**config.mk**
```make
export PLATFORM = sky130hd
export DESIGN_NAME = pool_pingpong_scheduler
export DESIGN_NICKNAME = d
export VERILOG_FILES = /design/src/rtl/pool_pingpong_scheduler.sv
export SDC_FILE = /design/constraint.sdc
export NUM_CORES = 1
export LEC_CHECK = 0
export CORE_MARGIN = 8
export CORE_UTILIZATION = 43
export CTS_BUF_LIST = sky130_fd_sc_hd__clkbuf_2
export CTS_CLUSTER_DIAMETER = 60
export DETAILED_ROUTE_END_ITERATION = 12
export PLACE_DENSITY = 0.68
export SETUP_SLACK_MARGIN = 0.1
export SLEW_MARGIN = 40
export SYNTH_ARGS = -nofsm -noshare
export SYNTH_HDL_FRONTEND = slang
export SYNTH_SLANG_ARGS = --single-unit
```
**constraint.sdc**
```tcl
create_clock -name clk -period 5.8 [get_ports clk]
set_clock_uncertainty 0.15 [all_clocks]
set_input_delay 1.16 -clock clk [delete_from_list [all_inputs] [get_ports clk]]
set_output_delay 1.16 -clock clk [all_outputs]
set_load 0.02 [all_outputs]
```
**src/rtl/pool_pingpong_scheduler.sv**
```systemverilog
`default_nettype none
// ============================================================================
// Module  : pool_pingpong_scheduler
// Purpose : Ping-pong (double-buffer) scheduler between the pooling stage's
//           output writes and the next convolution stage's reads. The
//           producer fills one IFM bank while the consumer reads the other.
//           The block generates write addresses and bank selects, holds off
//           the producer when no bank is free, and issues one start pulse
//           per completed frame.
// Ports   :
//   clk                    in   rising-edge clock
//   reset                  in   synchronous, active-high reset
//   wr_valid               in   producer writes one word this cycle
//   end_from_next          in   pulse: consumer finished the current frame
//   ifm_address_write_next out  word address for the current write
//   wr_bank_sel            out  bank receiving writes
//   prod_hold              out  producer must not assert wr_valid
//   start_to_next          out  pulse: frame ready for the consumer
//   rd_bank_sel            out  bank the consumer reads
//   ifm_sel_next           out  group index of the frame being read
//   full_banks             out  number of banks in FULL or READING (0..2)
//   protocol_err           out  sticky protocol error flag
// Revision: 1.0 - initial release
// ============================================================================
module pool_pingpong_scheduler #(
  parameter int IFM_SIZE_NEXT         = 7,
  parameter int NUMBER_OF_IFM_NEXT    = 6,
  parameter int NUMBER_OF_UNITS       = 3,
  parameter int FRAME_WORDS           = IFM_SIZE_NEXT * IFM_SIZE_NEXT,
  parameter int NUM_GROUPS            = NUMBER_OF_IFM_NEXT / NUMBER_OF_UNITS,
  parameter int ADDRESS_SIZE_NEXT_IFM = $clog2(FRAME_WORDS)
) (
  input  logic                               clk,
  input  logic                               reset,
  input  logic                               wr_valid,
  input  logic                               end_from_next,
  output logic [ADDRESS_SIZE_NEXT_IFM-1:0]   ifm_address_write_next,
  output logic                               wr_bank_sel,
  output logic                               prod_hold,
  output logic                               start_to_next,
  output logic                               rd_bank_sel,
  output logic [$clog2(NUM_GROUPS+1)-1:0]    ifm_sel_next,
  output logic [1:0]                         full_banks,
  output logic                               protocol_err
);

  localparam int GROUP_W = $clog2(NUM_GROUPS + 1);
  localparam logic [ADDRESS_SIZE_NEXT_IFM-1:0] LAST_ADDR =
    ADDRESS_SIZE_NEXT_IFM'(FRAME_WORDS - 1);
  localparam logic [GROUP_W-1:0] LAST_GROUP = GROUP_W'(NUM_GROUPS - 1);

  typedef enum logic [1:0] {
    FREE    = 2'd0,
    FILLING = 2'd1,
    FULL    = 2'd2,
    READING = 2'd3
  } bank_state_t;

  bank_state_t                      bank_q [2];
  bank_state_t                      bank_d [2];
  logic                             wr_ptr_q, wr_ptr_d;
  logic                             rd_ptr_q, rd_ptr_d;
  logic                             busy_q, busy_d;
  logic [GROUP_W-1:0]               rd_group_q, rd_group_d;
  logic [GROUP_W-1:0]               sel_q, sel_d;
  logic [ADDRESS_SIZE_NEXT_IFM-1:0] addr_q, addr_d;
  logic                             start_q, start_d;
  logic                             err_q, err_d;
  logic [1:0]                       full_q, full_d;
  logic                             hold;
  logic                             wr_accept;

  // A bank counts as occupied once it holds a complete frame, until freed.
  function automatic logic occupied(input bank_state_t s);
    return (s == FULL) || (s == READING);
  endfunction

  // Hold depends only on registered state, so there is no input-to-output path.
  assign hold      = occupied(bank_q[wr_ptr_q]);
  assign wr_accept = wr_valid && !hold;

  always_ff @(posedge clk) begin
    if (reset) begin
      bank_q[0]  <= FREE;
      bank_q[1]  <= FREE;
      wr_ptr_q   <= 1'b0;
      rd_ptr_q   <= 1'b0;
      busy_q     <= 1'b0;
      rd_group_q <= '0;
      sel_q      <= '0;
      addr_q     <= '0;
      start_q    <= 1'b0;
      err_q      <= 1'b0;
      full_q     <= 2'd0;
    end else begin
      bank_q[0]  <= bank_d[0];
      bank_q[1]  <= bank_d[1];
      wr_ptr_q   <= wr_ptr_d;
      rd_ptr_q   <= rd_ptr_d;
      busy_q     <= busy_d;
      rd_group_q <= rd_group_d;
      sel_q      <= sel_d;
      addr_q     <= addr_d;
      start_q    <= start_d;
      err_q      <= err_d;
      full_q     <= full_d;
    end
  end

  always_comb begin
    bank_d[0]  = bank_q[0];
    bank_d[1]  = bank_q[1];
    wr_ptr_d   = wr_ptr_q;
    rd_ptr_d   = rd_ptr_q;
    busy_d     = busy_q;
    rd_group_d = rd_group_q;
    sel_d      = sel_q;
    addr_d     = addr_q;
    start_d    = 1'b0;
    err_d      = err_q;

    // Producer side: a write into an occupied bank is dropped and flagged.
    if (wr_valid && hold) begin
      err_d = 1'b1;
    end
    if (wr_accept) begin
      if (addr_q == LAST_ADDR) begin
        bank_d[wr_ptr_q] = FULL;
        addr_d           = '0;
        wr_ptr_d         = ~wr_ptr_q;
      end else begin
        bank_d[wr_ptr_q] = FILLING;
        addr_d           = addr_q + 1'b1;
      end
    end

    // Consumer release. A write can never target the READING bank (it is
    // held), so a coincident last-word write always lands on the other bank.
    if (end_from_next) begin
      if (busy_q) begin
        bank_d[rd_ptr_q] = FREE;
        rd_ptr_d         = ~rd_ptr_q;
        busy_d           = 1'b0;
      end else begin
        err_d = 1'b1;
      end
    end

    // Issue is exclusive with a valid release (busy differs), and the issued
    // bank is FULL so no write can touch it in the same cycle.
    if ((bank_q[rd_ptr_q] == FULL) && !busy_q) begin
      start_d          = 1'b1;
      bank_d[rd_ptr_q] = READING;
      busy_d           = 1'b1;
      sel_d            = rd_group_q;
      rd_group_d       = (rd_group_q == LAST_GROUP) ? '0 : rd_group_q + 1'b1;
    end

    full_d = {1'b0, occupied(bank_d[0])} + {1'b0, occupied(bank_d[1])};
  end

  assign ifm_address_write_next = addr_q;
  assign wr_bank_sel            = wr_ptr_q;
  assign prod_hold              = hold;
  assign start_to_next          = start_q;
  assign rd_bank_sel            = rd_ptr_q;
  assign ifm_sel_next           = sel_q;
  assign full_banks             = full_q;
  assign protocol_err           = err_q;

endmodule
`default_nettype wire

```
# Word-level counts from Yosys, hierarchy flattened
# Memory sizes are Yosys's and may differ from the RTL's. A register that Yosys moved wholly into a read port is not among the register bits.
# Index checks and enable logic that the tools add are counted.
# word_totals
ff_bits,17
ramBits,4
input_bits,4
output_inout_bits,15
word_cells,80
memories,1
# memory_table
memory,words,width,rd,rd_clocked_by_memory_dff,wr,line,source
bank_q,2,2,4,2,2,59,bank_state_t bank_q [2];
# op_classes
add_sub_neg,3
n_lt_le_gt_ge,4
n_eq_ne,9
mux,26
bitwise_logic,15
reduce_logical,13
# ops
cell,count
4-bit 2-to-1 mux,5
2-bit == test (second input constant),7
1-bit 2-to-1 mux,13
2-bit 2-to-1 mux,5
6-bit by 1-bit adder with 6-bit output (second input constant),1
6-bit == test (second input constant),1
6-bit 2-to-1 mux,1
1-bit logical AND,5
2-bit AND,2
4-bit AND,1
2-bit demux with 1-bit select,2
2-bit >= comparator (second input constant),2
2-bit by 1-bit less-than comparator with 1-bit output (second input constant),2
1-bit NOT with 2-bit output,2
2-bit NOT,2
4-bit NOT,1
2-bit bitwise OR,2
4-bit bitwise OR,1
2-bit AND reduction,2
1-bit logical OR,3
1-bit by 1-bit adder with 2-bit output,1
2-bit by 1-bit adder with 2-bit output (second input constant),1
2-bit by 1-bit == test with 1-bit output (second input constant),1
1-bit logical NOT,2
3 further kinds,5

# Longest topological paths before layout
# Gate-level depths: netlist of the first run.
# depth
ltp_word,17
mapped_depth,8
mapped_depth_nobuf,8

# Worst setup path before layout of the first run
# Ideal clock, no wire load.
# synth_timing
path_type,input-to-reg
start,input port wr_valid
end,"register full_q[0], in the netlist full_banks[0]"
setup_ns,0.114
t_arrival_ns,2.406
required_ns,5.536
slack_ns,3.130
cell_stages,7
n_path_buf,1
cell_sequence,clkbuf_1 > nor2b_1 > nor4b_1 > a21oi_1 > o21ai_1 > ha_1 > nor2b_1
# synth_via
elab_chain_len,10
elab_cells_between_ends,14
cone_classes,add/sub: 1; eq/ne: 4; mux: 4; bitwise: 2; reduce/logical: 3
# synth_rtl
element,line,source
from (decl),35,"input logic wr_valid,"
1-bit logical AND *,80,assign wr_accept = wr_valid && !hold;
4-bit 2-to-1 mux *,126,if (wr_accept) begin
4-bit AND (no source line),-,
4-bit 2-to-1 mux,140,if (busy_q) begin
4-bit 2-to-1 mux *,139,if (end_from_next) begin
4-bit bitwise OR (no source line),-,
4-bit 2-to-1 mux *,151,if ((bank_q[rd_ptr_q] == FULL) && !busy_q) begin
2-bit == test,75,return (s == FULL) || (s == READING);
1-bit logical OR,75,
1-bit by 1-bit adder with 2-bit output *,159,"full_d = {1'b0, occupied(bank_d[0])} + {1'b0, occupied(bank_d[1])};"
net full_d[0],69,"logic [1:0] full_q, full_d;"
to (signal assigned),106,full_q <= full_d;
to (decl),69,
# Mark *: on every way through the listed nets, which the timed path passes. The rest lies on a longest branch.
# A chain may end at the register's enable or synchronous reset.

==> results.md, run 1 <==
- Worst setup EP type: output pin
- Status: complete, no violations
- IO buf count: 18
- CTS root buf: clkbuf_2
- Sw frac: 0.238
- Sequential area share after synthesis: 0.457
- HPWL after DPL: 1510 um
- Max-capacitance violation count: 0
- Worst path slowest cell: clkdlybuf4s50_1
- Core area: 0.00221 mm^2
- Hold Path Class: reg2reg
- Number of synthesized flops with an enable pin: 0
- Syn-to-layout area delta: 21.8%
- Setup_tns: 0 ns
- CTS resizes: 0
- Slew margin rel.: 0.630
- Reg2reg path depth: 7
- Hold buffers post-CTS: 0
- Met2 routed WL: 871 um
- Worst-Margin Slew: 0.553 ns
- FILL cells: between 200 and 250
- Final Critical Period: between 3 and 4 ns
- DRT iter0 DRCs: 13
- Post-route ant nets: 0
- Power per cell area: 201 mW/mm^2
- RSZ-0062 raised after global routing: false
- Final count of pins violating max slew: 0
- I/O pin count: 19
- P_sw: 58.8 uW
- Clk pwr share: 0.257
- Die W: 64.4 um
- Cell-by-cell trace of the critical path: mux2i_4, inv_2, clkdlybuf4s50_1
- Ys async rst share: 0
- Mean Syn Cell Area: a little over 9 um^2
- Avg WL per Cell: 13.3 um
- Reg power frac: 0.663
- Clock sinks: 23
- Clock latency on the worst-skew pair: roughly 0.32 ns
- Clock-pin slew on the worst setup and hold paths: 0.20 ns
- Synth Register Bits: 23
- Util after Layout: 0.555
- Yosys top cell area share: 0.457
- RR Endpoint: full_banks[0]$_SDFF_PP0_
- Post-synthesis cell area: between 0.001 and 0.0015 mm^2
- Critical Path Max Stage Delay: 0.56 ns
- Die area: between 0.004 and 0.005 mm^2
- H-Tree Depth: 1
- Via count: 792
- Setup Fix Bufs, Post-CTS: 0
- Cells after synthesis: between 100 and 150
- 1st-pass router iterations: 4
- Synth Warn #: 0
- Critical Path Sink: prod_hold
- Met3 routed WL: 120 um
- Die Y: 64.4 um
- CP Depth: 3
- Ys flop type: dfxtp_1
- Top cell type by total area after synthesis: dfxtp_1
- P_int: 188 uW
- Total Wirelength: between 2000 and 2500 um
- Non-filler cells in the finished layout: approximately 150
- Tcrit/Tclk final: 0.533
- Combinational group share of total power: 0.081
- Crit path buf inv count: 2
- Crit-path max FO: 8
- Initial antenna violation count: 0
- Largest net degree at the start of global routing: 17
- Post-placement cell count: 150
- Vias per cell: 5.14
- Overflow after GRT: 0
- Critical Path AT: roughly 1.8 ns
- CTS tree: yes
- Share of layout cells above drive strength 1: 0.0794
- Synth Net Count: 115
- R2R setup slack: 3.65 ns
- Wire length on met1: slightly above 1000 um
- Row Count: 17
- Crit path kind: reg2out
- Diodes inserted: 0
- Max Used Layer: met4
- All-Layer GR Usage: 0.104
- Top post-synthesis cells by area: dfxtp_1, nor2_1, xnor2_1
- Vias in the first global route: 750
- # DRC: 0
- Peak supply drop: 0.140 mV
- Top delay family on crit path: buffers and inverters
- Num CTS Buffers: 3
- Yosys cell types: 35
- FMAX: 324 MHz
- Layout Nets: 134
- Startpoint types: register
- Initial Util: 0.456
- First-pass GRT wire length: 3480 um
- # setup viols final: 0
- Power, Total: 247 uW
- Routability congestion estimate from global placement: 0.802
- CP Data Required Time: 4.49 ns
- CTS max path bufs: 2
- Static leakage power: roughly 0.48 nW
- Final Hold Viols: 0
[metrics by stage]
stage,hold slack (ns),setup WS (ns),instance area [um^2]
2_1_floorplan,0.262,3.13,1010
3_3_place_gp,0.273,2.63,1210
3_5_place_dp,0.279,2.54,1210
4_1_cts,0.303,2.69,1230
5_1_grt,0.329,2.57,1230
6_report,0.300,2.71,1230
[kinds of logic after synthesis]
group           Yosys count  synth area share
simple gates             44             0.235
flops                    23             0.457
compound gates           14            0.0980
buf+inv                  11            0.0409
xor+xnor                  8            0.0695
mux                       5            0.0633
fa+ha+maj                 3            0.0372
[state kept, by name, indices dropped and copies added, names as in the netlist, named ones only]
name                    flops
ifm_address_write_next      6
rd_group_q                  2
wr_bank_sel                 1
protocol_err                1
full_banks                  2
rd_bank_sel                 1
start_to_next               1
bank_q                      4
ifm_sel_next                2
busy_q                      1
[worst min path at each step]
stage	slack [ns]	cells past startpoint	start	end
6_report	0.30	2	rd_group_q[1]$_SDFFE_PP0P_	rd_group_q[1]$_SDFFE_PP0P_
5_1_grt	0.33	2	rd_group_q[1]$_SDFFE_PP0P_	rd_group_q[1]$_SDFFE_PP0P_
4_1_cts	0.30	2	rd_group_q[1]$_SDFFE_PP0P_	rd_group_q[1]$_SDFFE_PP0P_
3_5_place_dp	0.28	2	rd_group_q[1]$_SDFFE_PP0P_	rd_group_q[1]$_SDFFE_PP0P_
3_3_place_gp	0.27	2	rd_group_q[1]$_SDFFE_PP0P_	rd_group_q[1]$_SDFFE_PP0P_
2_1_floorplan	0.26	2	rd_group_q[1]$_SDFFE_PP0P_	rd_group_q[1]$_SDFFE_PP0P_
[worst min-delay path, stage by stage, from the launching register on]
cell     delay, ns
dfxtp_1       0.35
nand2_1       0.05
a21oi_1       0.03
[power by group through the flow]
stage | Combinational (mW) | Clock, mW | Sequential [mW]
floorplan | 0.00945 | 0 | 0.168
global placement | 0.0204 | 0 | 0.167
detailed placement | 0.0200 | 0 | 0.167
CTS | 0.0201 | 0.0657 | 0.164
global route | 0.0215 | 0.0754 | 0.164
finish | 0.0200 | 0.0634 | 0.164
[Yosys cell counts (all sizes together) (2+ instances only)]
cell type / n
a22o: 3
clkbuf: 4
dfxtp: 23
ha: 3
xnor2: 5
nor2b: 3
xor2: 3
inv: 7
nor3: 2
nand2: 5
nand3: 7
o21ai: 2
a21oi: 6
nor2: 15
mux2i: 4
[layout make-up]
type / count / area, um^2 / share of cell area
multi-input combinational: 74 / 507 / 0.412
timing repair buffer: 18 / 180 / 0.147
sequential: 23 / 460 / 0.375
inverter: 7 / 26.3 / 0.0214
tap: 28 / 35.0 / 0.0285
clock buffer: 4 / 20.0 / 0.0163
[cells in the final DEF, fill, tap and decap left out]
cell             count
nand4_1              1
inv_2                1
mux2i_1              3
nand3b_1             1
a22o_1               3
o22ai_1              1
mux2i_4              1
nor3_1               2
nor4_2               1
clkdlybuf4s50_1     18
nand4b_1             1
and4_1               1
nand2_1              5
a221oi_1             1
a31oi_1              1
nor2b_1              3
nand3_1              7
or3b_4               1
nand2b_1             1
clkbuf_2             4
or2_1                1
a21oi_1              5
xnor2_1              5
ha_1                 3
or3_1                1
inv_1                6
and3_1               1
xor2_1               3
mux2_1               1
and2_4               1
o21ai_0              1
dfxtp_1             23
a21oi_4              1
nor4b_1              1
o21ai_1              1
nor2_1              15
[metal layers]
layer,up-vias,global-route usage
met2,21,0.134
li1,404,-
met1,363,0.142
met4,0,0.0654
met5,-,0
met3,4,0.0344
Power figures use the tool's default switching activity.
==> run 2: changes to the inputs <==
--- a/config.mk
+++ b/config.mk
@@ -10,7 +10,7 @@
 export CTS_BUF_LIST = sky130_fd_sc_hd__clkbuf_2
 export CTS_CLUSTER_DIAMETER = 60
 export DETAILED_ROUTE_END_ITERATION = 12
-export PLACE_DENSITY = 0.68
+export PLACE_DENSITY = 0.71
 export SETUP_SLACK_MARGIN = 0.1
 export SLEW_MARGIN = 40
 export SYNTH_ARGS = -nofsm -noshare
==> constraint.sdc (replaced) <==
create_clock -name clk -period 2.7 [get_ports clk]
set_clock_uncertainty 0.15 [all_clocks]
set_input_delay 0.54 -clock clk [delete_from_list [all_inputs] [get_ports clk]]
set_output_delay 0.54 -clock clk [all_outputs]
set_load 0.02 [all_outputs]
==> run 2 against run 1 <==
Setup slack got worse by 2.5 ns. Critical path depth unchanged. Global-route usage increased by 0.23 points. Combinational power increased by 130%. Register-to-register slack got worse by 3.2 ns. Via count increased by 5.1%. Power increased by 120%. Final area increased by 1.2%. Cell count increased by 1.3%. Critical path type unchanged. Largest power group unchanged.
==> results.md, run 2 (synthesis results as in run 1) <==
- Status: complete, no violations
- FILL cells: 220 (+6.3%)
- Die Y: 64.4 um (unchanged)
- Die W: 64.4 um (unchanged)
- Power per cell area: 428 mW/mm^2 (+110%)
- R2R setup slack: 0.50 ns (-3.15 ns)
- Multi-input logic area: 507 um^2 (unchanged)
- CTS tree: yes
- Final count of pins violating max slew: 0 (unchanged)
- Most common cell after layout, fill and taps aside: dfxtp_1
- Clock sinks: 23 (unchanged)
- Syn-to-layout area delta: 23.3%
- DRT iter0 DRCs: 25 (+12)
- Max-capacitance violation count: 0 (unchanged)
- Diodes inserted: 0 (unchanged)
- 1st-pass router iterations: 4 (unchanged)
- Setup_tns: 0 ns (unchanged)
- RSZ-0062 raised after global routing: false
- Worst-Margin Slew: 0.385 ns (-0.168 ns)
- Crit path buf inv count: 2 (unchanged)
- Cells on Worst Hold Path: 2 (unchanged)
- Crit-path max FO: 8 (unchanged)
- # setup viols final: 0 (unchanged)
- Clock latency on the worst-skew pair: 0.33 ns (about the same)
- CP Data Required Time: 2.01 ns (-2.48 ns)
- Share of layout cells above drive strength 1: 0.0938 (+0.0144)
- Worst setup EP type: output pin
- Worst path slowest cell: clkdlybuf4s50_1
- Peak supply drop: 0.293 mV (+110%)
- Hold-critical path endpoint: rd_group_q[1]$_SDFFE_PP0P_
- Total Wirelength: 2110 um (+3.4%)
- Largest net degree at the start of global routing: 16 (-1)
- Crit path kind: reg2out
- Slew margin rel.: 0.740 (+0.110)
- Vias per cell: 5.33 (+3.7%)
- # DRC: 0 (unchanged)
- Reg2reg path depth: 7 (unchanged)
- Cell-by-cell trace of the critical path: mux2i_4, inv_2, clkdlybuf4s50_1
- Initial Util: 0.456 (unchanged)
- Max Used Layer: met4
- Core area: 0.00221 mm^2 (unchanged)
- Met3 routed WL: 77 um (-36%)
- Post-route ant nets: 0 (unchanged)
- Static leakage power: 0.489 nW (+2.0%)
- Critical Path AT: 1.81 ns (+0.03 ns)
- Tcrit/Tclk final: 0.927
- Die area: 0.00415 mm^2 (unchanged)
- Final Hold Viols: 0 (unchanged)
- Vias in the first global route: 821 (+9.5%)
- All-Layer GR Usage: 0.106 (+0.00227)
- Overflow after GRT: 0 (unchanged)
- CTS max path bufs: 2 (unchanged)
- H-Tree Depth: 1 (unchanged)
- Critical Path Max Stage Delay: 0.56 ns (about the same)
- Largest register FFs: 6 (unchanged)
- Startpoint types: register
- Top delay family on crit path: buffers and inverters
- Initial antenna violation count: 0 (unchanged)
- HPWL after DPL: 1670 um (+10%)
- Hold buffers post-CTS: 0 (unchanged)
- Reg area: 460 um^2 (unchanged)
- Avg WL per Cell: 13.6 um (+2.1%)
- WHS: 0.298 ns (-0.00177 ns)
- Met2 routed WL: 1060 um (+22%)
- First-pass GRT wire length: 3600 um (+3.4%)
- Routability congestion estimate from global placement: 0.844 (+5.2%)
- Clock-pin slew on the worst setup and hold paths: 0.21 ns (about the same)
- Layout Nets: 136 (+1.5%)
- Setup Fix Bufs, Post-CTS: 0 (unchanged)
- RR Endpoint: full_banks[0]$_SDFF_PP0_
- Num CTS Buffers: 3 (unchanged)
- Commonest cells after routing, fill and taps aside: dfxtp_1, clkdlybuf4s50_1, nor2_1, nand3_1, inv_1
- Wire length on met1: 925 um (-8.1%)
- CTS root buf: clkbuf_2
- Hold Path Class: reg2reg
- IO buf count: 18 (unchanged)
- CTS resizes: 0 (unchanged)
- FMAX: between 300 and 400 MHz
- Worst hold start: rd_group_q[1]$_SDFFE_PP0P_
- Final Critical Period: 2.50 ns
- I/O pin count: 19 (unchanged)
- Row Count: 17 (unchanged)
- Via count: 832 (+5.1%)
[run 2: cell count changes in the layout (fill, tap and decap cells not counted)]
cell | previous run | this run
clkbuf_2 | 4 | 3
buf_4 | 0 | 2
clkinv_2 | 0 | 1
[run 2: final cells by class]
| type | instances | share of cell area |
|---|---|---|
| inverters | 7 | 0.0211 |
| clock inverters | 1 | 0.00402 |
| repair buffers | 20 | 0.157 |
| clock buffers | 3 | 0.0121 |
| well taps | 28 | 0.0282 |
| flip-flops and latches | 23 | 0.370 |
| multi-input cells | 74 | 0.407 |
[run 2: layer usage]
layer	GRT usage	up-vias
met3	0.0258	5
met5	0	-
li1	-	408
met2	0.184	14
met4	0.0572	0
met1	0.116	405
[run 2: worst max path at each step]
stage | from | endpoint | cells after the start
global placement | wr_valid | full_banks[0]$_SDFF_PP0_ | 7
global route | register | prod_hold | 3
CTS | register | prod_hold | 3
finish | register | prod_hold | 3
floorplan | ifm_address_write_next[0]$_SDFFE_PP0N_ | full_banks[0]$_SDFF_PP0_ | 8
detailed placement | wr_valid | full_banks[0]$_SDFF_PP0_ | 7
[run 2: where the power goes]
part           internal [mW]  switching, mW
sequential             0.346        0.00576
combinational         0.0217         0.0248
clock                 0.0336          0.101
[run 2: worst register-to-register path: cells and delay by family (launching register included)]
kind                     cells  cell delay (ns)
buffers and inverters        1             0.13
AND/OR/NAND/NOR              2             0.54
flip-flops                   1             0.42
multiplexers                 1             0.38
AO/OA/AOI/OAI                2             0.26
adder cells (fa/ha/maj)      1             0.25
[run 2: stage by stage]
| stage | setup slack, ns | area [um^2] | std cells | total power [mW] | utilization |
|---|---|---|---|---|---|
| after floorplan | 0.630 | 1010 | 108 | 0.382 | - |
| after global placement | 0.284 | 1220 | 152 | 0.403 | 0.553 |
| after detailed placement | 0.184 | 1220 | 152 | 0.405 | 0.553 |
| after CTS | 0.185 | 1240 | 156 | 0.540 | 0.562 |
| after global routing | 0.111 | 1240 | 156 | 0.561 | 0.562 |
| final | 0.198 | 1240 | 156 | 0.533 | 0.562 |
==> run 3: changes to the inputs <==
--- a/config.mk
+++ b/config.mk
@@ -10,6 +10,7 @@
 export CTS_BUF_LIST = sky130_fd_sc_hd__clkbuf_2
 export CTS_CLUSTER_DIAMETER = 60
 export DETAILED_ROUTE_END_ITERATION = 12
+export GPL_TIMING_DRIVEN = 1
 export PLACE_DENSITY = 0.71
 export SETUP_SLACK_MARGIN = 0.1
 export SLEW_MARGIN = 40
==> results of run 3 <==
Same layout as run 2: the final DEF is identical, and so are final timing and power.
